$ cat config.mk
export PLATFORM = sky130hd
export DESIGN_NAME = tree_walker
export DESIGN_NICKNAME = d
export VERILOG_FILES = /design/src/rtl/tree_walker.sv
export SDC_FILE = /design/constraint.sdc
export NUM_CORES = 2
export LEC_CHECK = 0
export BUFFER_PORTS_ARGS = -buffer_cell sky130_fd_sc_hd__buf_2
export CELL_PAD_IN_SITES_DETAIL_PLACEMENT = 0
export CELL_PAD_IN_SITES_GLOBAL_PLACEMENT = 1
export CORE_ASPECT_RATIO = 0.7
export CORE_UTILIZATION = 54
export CTS_CLUSTER_SIZE = 20
export DETAILED_ROUTE_END_ITERATION = 6
export PLACE_DENSITY = 0.9
export SYNTH_ARGS = -nofsm -noshare
export SYNTH_HDL_FRONTEND = slang
export SYNTH_SLANG_ARGS = --single-unit
export TNS_END_PERCENT = 5
$ cat constraint.sdc
create_clock -name clk -period 4.7 [get_ports clk]
set_input_delay 0.94 -clock clk [delete_from_list [all_inputs] [get_ports clk]]
set_output_delay 0.94 -clock clk [all_outputs]
set_load 0.02 [all_outputs]
$ cat src/rtl/tree_walker.sv
// rtl/tree_walker.sv - table-driven binary decision-tree classifier, one node per clock
// Optional TREE_WALKER_STATS_EN adds saturating result/error handshake counters.

module tree_walker #(
    parameter int  N_FEAT    = 51,
    parameter int  N_NODES   = 64,
    parameter int  CLASS_W   = 2,
    parameter int  MAX_DEPTH = 16,
    localparam int FIDX_W    = $clog2(N_FEAT),
    localparam int ADDR_W    = $clog2(N_NODES),
    localparam int DEPTH_W   = $clog2(MAX_DEPTH + 1),
    localparam int NODE_W    = 1 + FIDX_W + 2 * ADDR_W
) (
    input  logic               clk,
    input  logic               rst,
    input  logic               cfg_we,
    input  logic [ADDR_W-1:0]  cfg_addr,
    input  logic [NODE_W-1:0]  cfg_data,
    input  logic               in_valid,
    output logic               in_ready,
    input  logic [N_FEAT-1:0]  in_feat,
    output logic               out_valid,
    input  logic               out_ready,
    output logic [CLASS_W-1:0] out_class,
    output logic [DEPTH_W-1:0] out_depth,
    output logic               out_err,
    output logic               busy
`ifdef TREE_WALKER_STATS_EN
    ,
    output logic [31:0]        stat_results,
    output logic [15:0]        stat_errors
`endif
);

    typedef enum logic [1:0] {IDLE, WALK, DONE} state_t;

    state_t             state_q, state_d;
    logic [NODE_W-1:0]  tbl_q [N_NODES];
    logic [N_FEAT-1:0]  feat_q, feat_d;
    logic [ADDR_W-1:0]  ptr_q, ptr_d;
    logic [DEPTH_W-1:0] depth_q, depth_d;
    logic [CLASS_W-1:0] class_q, class_d;
    logic               err_q, err_d;

    logic [NODE_W-1:0]  node;
    logic               node_leaf;
    logic [FIDX_W-1:0]  node_fidx;
    logic [ADDR_W-1:0]  node_hi, node_lo, child;
    logic               fidx_bad, child_bad, depth_max, feat_bit, fault, cfg_ok;

    assign node      = tbl_q[ptr_q];
    assign node_leaf = node[NODE_W-1];
    assign node_fidx = node[NODE_W-2 -: FIDX_W];
    assign node_hi   = node[2*ADDR_W-1 -: ADDR_W];
    assign node_lo   = node[ADDR_W-1:0];

    // Out-of-range feature index reads as 0 so the mux never selects past the vector.
    assign fidx_bad  = {1'b0, node_fidx} >= (FIDX_W+1)'(N_FEAT);
    assign feat_bit  = fidx_bad ? 1'b0 : feat_q[node_fidx];
    assign child     = feat_bit ? node_hi : node_lo;
    assign child_bad = {1'b0, child} >= (ADDR_W+1)'(N_NODES);
    assign depth_max = depth_q == DEPTH_W'(MAX_DEPTH);
    assign fault     = fidx_bad | child_bad | depth_max;
    assign cfg_ok    = (state_q == IDLE) && cfg_we && ({1'b0, cfg_addr} < (ADDR_W+1)'(N_NODES));

    always_comb begin
        state_d = state_q;
        feat_d  = feat_q;
        ptr_d   = ptr_q;
        depth_d = depth_q;
        class_d = class_q;
        err_d   = err_q;
        case (state_q)
            IDLE: begin
                if (in_valid) begin
                    feat_d  = in_feat;
                    ptr_d   = '0;
                    depth_d = '0;
                    state_d = WALK;
                end
            end
            WALK: begin
                if (node_leaf) begin
                    class_d = node_lo[CLASS_W-1:0];
                    err_d   = 1'b0;
                    state_d = DONE;
                end else if (fault) begin
                    class_d = '0;
                    err_d   = 1'b1;
                    state_d = DONE;
                end else begin
                    ptr_d   = child;
                    depth_d = depth_q + 1'b1;
                end
            end
            DONE: begin
                if (out_ready) state_d = IDLE;
            end
            default: state_d = IDLE;
        endcase
    end

    always_ff @(posedge clk) begin
        if (rst) begin
            state_q <= IDLE;
            feat_q  <= '0;
            ptr_q   <= '0;
            depth_q <= '0;
            class_q <= '0;
            err_q   <= 1'b0;
            for (int i = 0; i < N_NODES; i++) tbl_q[i] <= {1'b1, (NODE_W-1)'(0)};
        end else begin
            state_q <= state_d;
            feat_q  <= feat_d;
            ptr_q   <= ptr_d;
            depth_q <= depth_d;
            class_q <= class_d;
            err_q   <= err_d;
            if (cfg_ok) tbl_q[cfg_addr] <= cfg_data;
        end
    end

    assign in_ready  = state_q == IDLE;
    assign out_valid = state_q == DONE;
    assign busy      = state_q != IDLE;
    assign out_class = class_q;
    assign out_depth = depth_q;
    assign out_err   = err_q;

`ifdef TREE_WALKER_STATS_EN
    logic [31:0] stat_results_q;
    logic [15:0] stat_errors_q;

    always_ff @(posedge clk) begin
        if (rst) begin
            stat_results_q <= '0;
            stat_errors_q  <= '0;
        end else if (state_q == DONE && out_ready) begin
            if (stat_results_q != '1) stat_results_q <= stat_results_q + 1'b1;
            if (err_q && stat_errors_q != '1) stat_errors_q <= stat_errors_q + 1'b1;
        end
    end

    assign stat_results = stat_results_q;
    assign stat_errors  = stat_errors_q;
`endif

endmodule

Word-level counts from Yosys, hierarchy flattened
Memory sizes are Yosys's and may differ from the RTL's. A register that Yosys moved wholly into a read port is not among the register bits.
Index checks and enable logic that the tools add are counted.
- flip-flop bits (word level): 67
- bits in latches: 0
- RAM bits: 1216
- bits in read-only memories: 0
- input bits: 81
- output and inout bits: 11
- word-level logic and storage cells: 60
- memories kept: 1
- memory list (memory ; depth ; bits a word ; rd ports ; clocked after memory_dff ; write ports ; line ; text):
    tbl_q ; 64 ; 19 ; 1 ; 1 ; 64 ; 38 ; logic [NODE_W-1:0] tbl_q [N_NODES];
- add/sub/neg operators: 1
- multiply operators: 0
- div/mod/pow operators: 0
- order comparisons: 2
- equality and inequality tests: 8
- shift operators: 0
- mux-type cells: 31
- bitwise operators: 1
- reductions and logical operators: 10
- operators with widths (cell ; count):
    6-bit 2-to-1 mux ; 7
    19-bit 2-to-1 mux ; 1
    19-bit OR reduction ; 1
    5-bit 2-to-1 mux ; 3
    2-bit 2-to-1 mux ; 6
    6-bit one-hot mux with 2 select lines ; 1
    1-bit 2-to-1 mux ; 10
    5-bit one-hot mux with 2 select lines ; 1
    6-bit by 7-bit less-than comparator with 1-bit output (second input constant) ; 1
    1-bit binary-select mux with 6-bit select ; 1
    6-bit >= comparator (second input constant) ; 1
    2-bit inequality test (second input constant) ; 3
    2-bit one-hot mux with 3 select lines ; 1
    2-bit nonzero test ; 3
    5-bit by 1-bit adder with 5-bit output (second input constant) ; 1
    5-bit == test (second input constant) ; 1
    2-bit AND reduction ; 2
    4-bit AND reduction ; 1
    3-bit inequality test (second input constant) ; 1
    3-bit AND reduction ; 1
    2-bit by 1-bit == test with 1-bit output (second input constant) ; 1
    2-bit == test (second input constant) ; 1
    2-bit zero test ; 1
    2-bit by 1-bit inequality test with 1-bit output (second input constant) ; 1
    2 further kinds ; 2

Longest topological paths before layout
- depth after elaboration: 9
- depth in mapped cells: 18
- depth with buffers taken out: 12

Least setup slack after synthesis
OpenSTA, ideal clock, no wires.
- kind: reg2reg
- start point: register with a tool-made name
- end point: register with a tool-made name
- arrival time: 3.773 ns
- path slack: 0.831 ns
- cell stages (with the launch flop): 14
- path buffers: 4
- clock period less this slack: 3.869 ns
- cell sequence: dfxtp_1 -> buf_2 -> buf_6 -> buf_4 -> buf_2 -> mux4_2 -> mux4_2 -> mux4_2 -> a221oi_1 -> nor2b_1 -> nor4_4 -> nor2_2 -> mux2_4 -> o311ai_1

==> metrics.yaml <==
setup_path:
  cp_common_cell: "buf_4"
  cp_data_required_time_ns: 5.29
  critical-path-slowest-cell: "o211ai_1"
  rr_worst_depth: 16
  crit_chain: "buf_12 -> buf_4 -> mux2_2 -> o221ai_1 -> o211ai_1 -> o311a_1 -> and2_1 -> buf_4 -> mux2i_1 -> a211o_1 -> a21oi_1 -> nor4_4 -> nor2_2 -> buf_4 -> mux2i_1 -> o21ai_0"
  arrival_ns: 5.12
  cp-start-kind: "register"
  worstSetupEndpointType: "register"
  r2r_slack_ns: 0.17
  slowest_delay_ns: 0.49
  path_max_fanout: 25
  worstSetupPathType: "reg2reg"
placed_design:
  dp_hpwl_mm: 105
  dp_cells: 5144
  place_congestion: 0.932
  io_buffer_count: 91
sta:
  drv_slew: 0
  worst_slew_pin_slew_ns: 1.30
  finClkSkew_ns: 0.0231
  slew_headroom_pct: 13.7
  finalHoldViolCount: 0
  setup_violations: 0
  fin_crit_sh_pct: 96.4
  fmax_mhz: 221
  period_minus_slack_ns: 4.53
synthesis:
  yosysWarnings: 0
  synth_area_per_cell_sq_um: 15.5
  syn_area_sq_mm: 0.0586
  yosys.cell_types.count: 66
  syn-num-nets: 3869
  async_flop_share_pct: 0
  synth_top_area_share_pct: 62.3
  synth_edf_count: 1216
  synthCells: 3786
  synth-seq-cells: 1289
  synth_seq_area_share_pct: 64.8
  synth_area_leaders: "edfxtp_1, mux4_2, and2_1, dfxtp_1, clkbuf_1"
  synth_area_leader_cell: "edfxtp_1"
  synthFlopType: "edfxtp_1"
route:
  postRouteWirelength_mm: 166
  wl_met2_mm: 71.6
  wl_per_cell_microns: 30.9
  wl_met3_mm: 24.2
  vias: 34346
  drtIter0Drc: 5334
  via_per_inst: 6.41
  drtPass1Iterations: 6
  drcViolationCount: 0
  ant_nets: 0
  wl_met1_mm: 66.1
  routed.top_layer: "met5"
clock_network:
  cts_made_buffers: 112
  cts_max_level: 3
  root_buffer: "clkbuf_16"
  cts_tree: "yes"
  cts_buffer_depth: 3
  clock_latency_ns: 0.73
  cts.sink_count: 1289
  path_clk_slew_ns: 0.06
grt:
  antenna_found_initial: 28
  grt_overflow: 0
  grt_usage_pct: 30.2
  grt_pass1_wl_mm: 236
  grt_max_degree: 67
  grt_pass1_vias: 32606
run_status:
  status: "complete, no violations"
floorplanning:
  std_cell_rows: 100
  floorplan.initialDensity_pct: 54.8
  dieArea_sq_mm: 0.110
  core_area_sq_mm: 0.107
  die_h_microns: 278
  io_pins: 92
  die_w_microns: 396
cells_and_area:
  syn2layout_area_growth_pct: 10.4
  nNetsFinal: 3919
  final_util_pct: 60.5
  drive_gt1_share_pct: 23.0
  n_fill_cell: 7737
  stdcell_count: 5360
pwr:
  p_per_area_mw_per_mm2: 363
  p_leak_nw: 22.6
  ir_worst_vdd_uv: 339
worst_hold_path:
  hold_depth: 3
  hold_path_class: "in2reg"
run:
  max_cap_violations: 0
==> synth_stat cells, types with 3 or more instances <==
cell,count
dfxtp_1,73
buf_6,10
nand3b_1,5
mux4_2,367
clkbuf_1,251
a2111oi_0,3
nand3_1,13
nand2_1,133
or2_2,64
o21ai_0,12
buf_2,17
buf_1,58
mux2_2,4
mux2i_1,50
a21oi_1,63
or3_1,66
a22oi_1,23
inv_1,9
and2_1,1158
o22ai_1,4
xor2_1,3
nor3_1,8
o211ai_1,4
nor2b_1,11
edfxtp_1,1216
nand2b_1,3
buf_4,5
and3b_1,3
nor2_1,82
nand4_1,8
o311ai_0,3
nor3b_1,4
or3b_2,3
o21ai_1,5
==> worst max-delay path, delay by kind of cell, from the launching register on <==
family / cells / cell delay (ns)
multiplexers: 3 / 0.58
AO/OA/AOI/OAI: 6 / 1.68
flip-flops: 1 / 0.40
AND/OR/NAND/NOR: 3 / 0.78
buffers and inverters: 4 / 0.94
==> how the worst min path moves through the flow <==
stage	startpoint	end	slack, ns
2_1_floorplan	ptr_q[0]$_SDFFE_PP0P_	register	0.41
3_3_place_gp	ptr_q[0]$_SDFFE_PP0P_	register	0.43
3_5_place_dp	ptr_q[0]$_SDFFE_PP0P_	ptr_q[0]$_SDFFE_PP0P_	0.43
4_1_cts	in_feat[6]	feat_q[6]$_SDFFE_PP0P_	0.40
5_1_grt	in_feat[6]	feat_q[6]$_SDFFE_PP0P_	0.42
6_report	in_feat[46]	feat_q[46]$_SDFFE_PP0P_	0.44
==> layer usage <==
metal / vias to the layer above / GRT usage (%)
li1: 14059 / -
met1: 17630 / 46.0
met2: 2408 / 42.4
met3: 231 / 9.79
met4: 18 / 6.57
met5: - / 0
==> metrics by stage <==
stage / instance area (sq um) / setup TNS, ns / power (W) / hold WS (ns) / setup slack, ns
2_1_floorplan: 58600 / 0 / 0.0138 / 0.415 / 0.831
3_3_place_gp: 61000 / 0 / 0.0144 / 0.429 / 0.196
3_5_place_dp: 61000 / 0 / 0.0144 / 0.433 / 0.116
4_1_cts: 64600 / 0 / 0.0235 / 0.404 / 0.108
5_1_grt: 64600 / -0.00884 / 0.0239 / 0.423 / -0.00884
6_report: 64600 / 0 / 0.0235 / 0.441 / 0.169
==> repair_timing <==
| item | CTS | global route |
|---|---|---|
| setup buffers | 0 | 6 |
| setup endpoints to repair | 0 | 12 |
| endpoints found under the hold margin | 0 | 0 |
| hold buffers | 0 | 0 |
| resized for setup | 0 | 2 |
==> power breakdown <==
part | internal, W | total [W] | switching (W)
sequential | 0.0129 | 0.0131 | 0.000143
combinational | 0.000308 | 0.00111 | 0.000803
clock | 0.00501 | 0.00930 | 0.00430
==> layout make-up <==
type	instances	area (sq um)	area share, %
diodes	1	2.50	0.00387
clock buffers	142	2980	4.61
clock inverters	67	627	0.970
inverters	11	42.5	0.0658
multi-input cells	2145	19200	29.7
flip-flops and latches	1289	38000	58.8
well taps	1428	1790	2.76
repair buffers	277	2050	3.17
==> logic make-up (layout without fill, tap and decap cells) <==
logic type | after synthesis | in the layout | share of synthesized area (%)
AOI/OAI and AO/OA | 144 | 144 | 1.60
DFF | 1289 | 1289 | 64.8
adders and majority gates | 2 | 2 | 0.0427
xor gates and xnor gates | 3 | 3 | 0.0449
other | 0 | 1 | 0
muxes | 423 | 423 | 15.1
and+or+nand+nor | 1573 | 1573 | 15.9
buffers and inverters | 352 | 497 | 2.45
==> layout by cell type, fill, tap and decap left out, drive strengths merged, types with 6 or more instances in the layout <==
| cell | count |
|---|---|
| a21oi | 63 |
| a22oi | 23 |
| and2 | 1158 |
| buf | 277 |
| bufinv | 9 |
| clkbuf | 142 |
| clkinv | 46 |
| clkinvlp | 10 |
| dfxtp | 73 |
| edfxtp | 1216 |
| inv | 13 |
| mux2 | 6 |
| mux2i | 50 |
| mux4 | 367 |
| nand2 | 133 |
| nand3 | 13 |
| nand4 | 8 |
| nor2 | 84 |
| nor2b | 11 |
| nor3 | 10 |
| o21ai | 17 |
| or2 | 64 |
| or3 | 66 |
==> sequential cells by signal, indices dropped and copies added, names as in the netlist, named ones only <==
name / cells
feat_q: 51
out_class: 2
out_depth: 5
out_err: 1
ptr_q: 6
state_q: 2
tbl_q: 1216
Note: power is estimated with default switching activity, not from simulation.
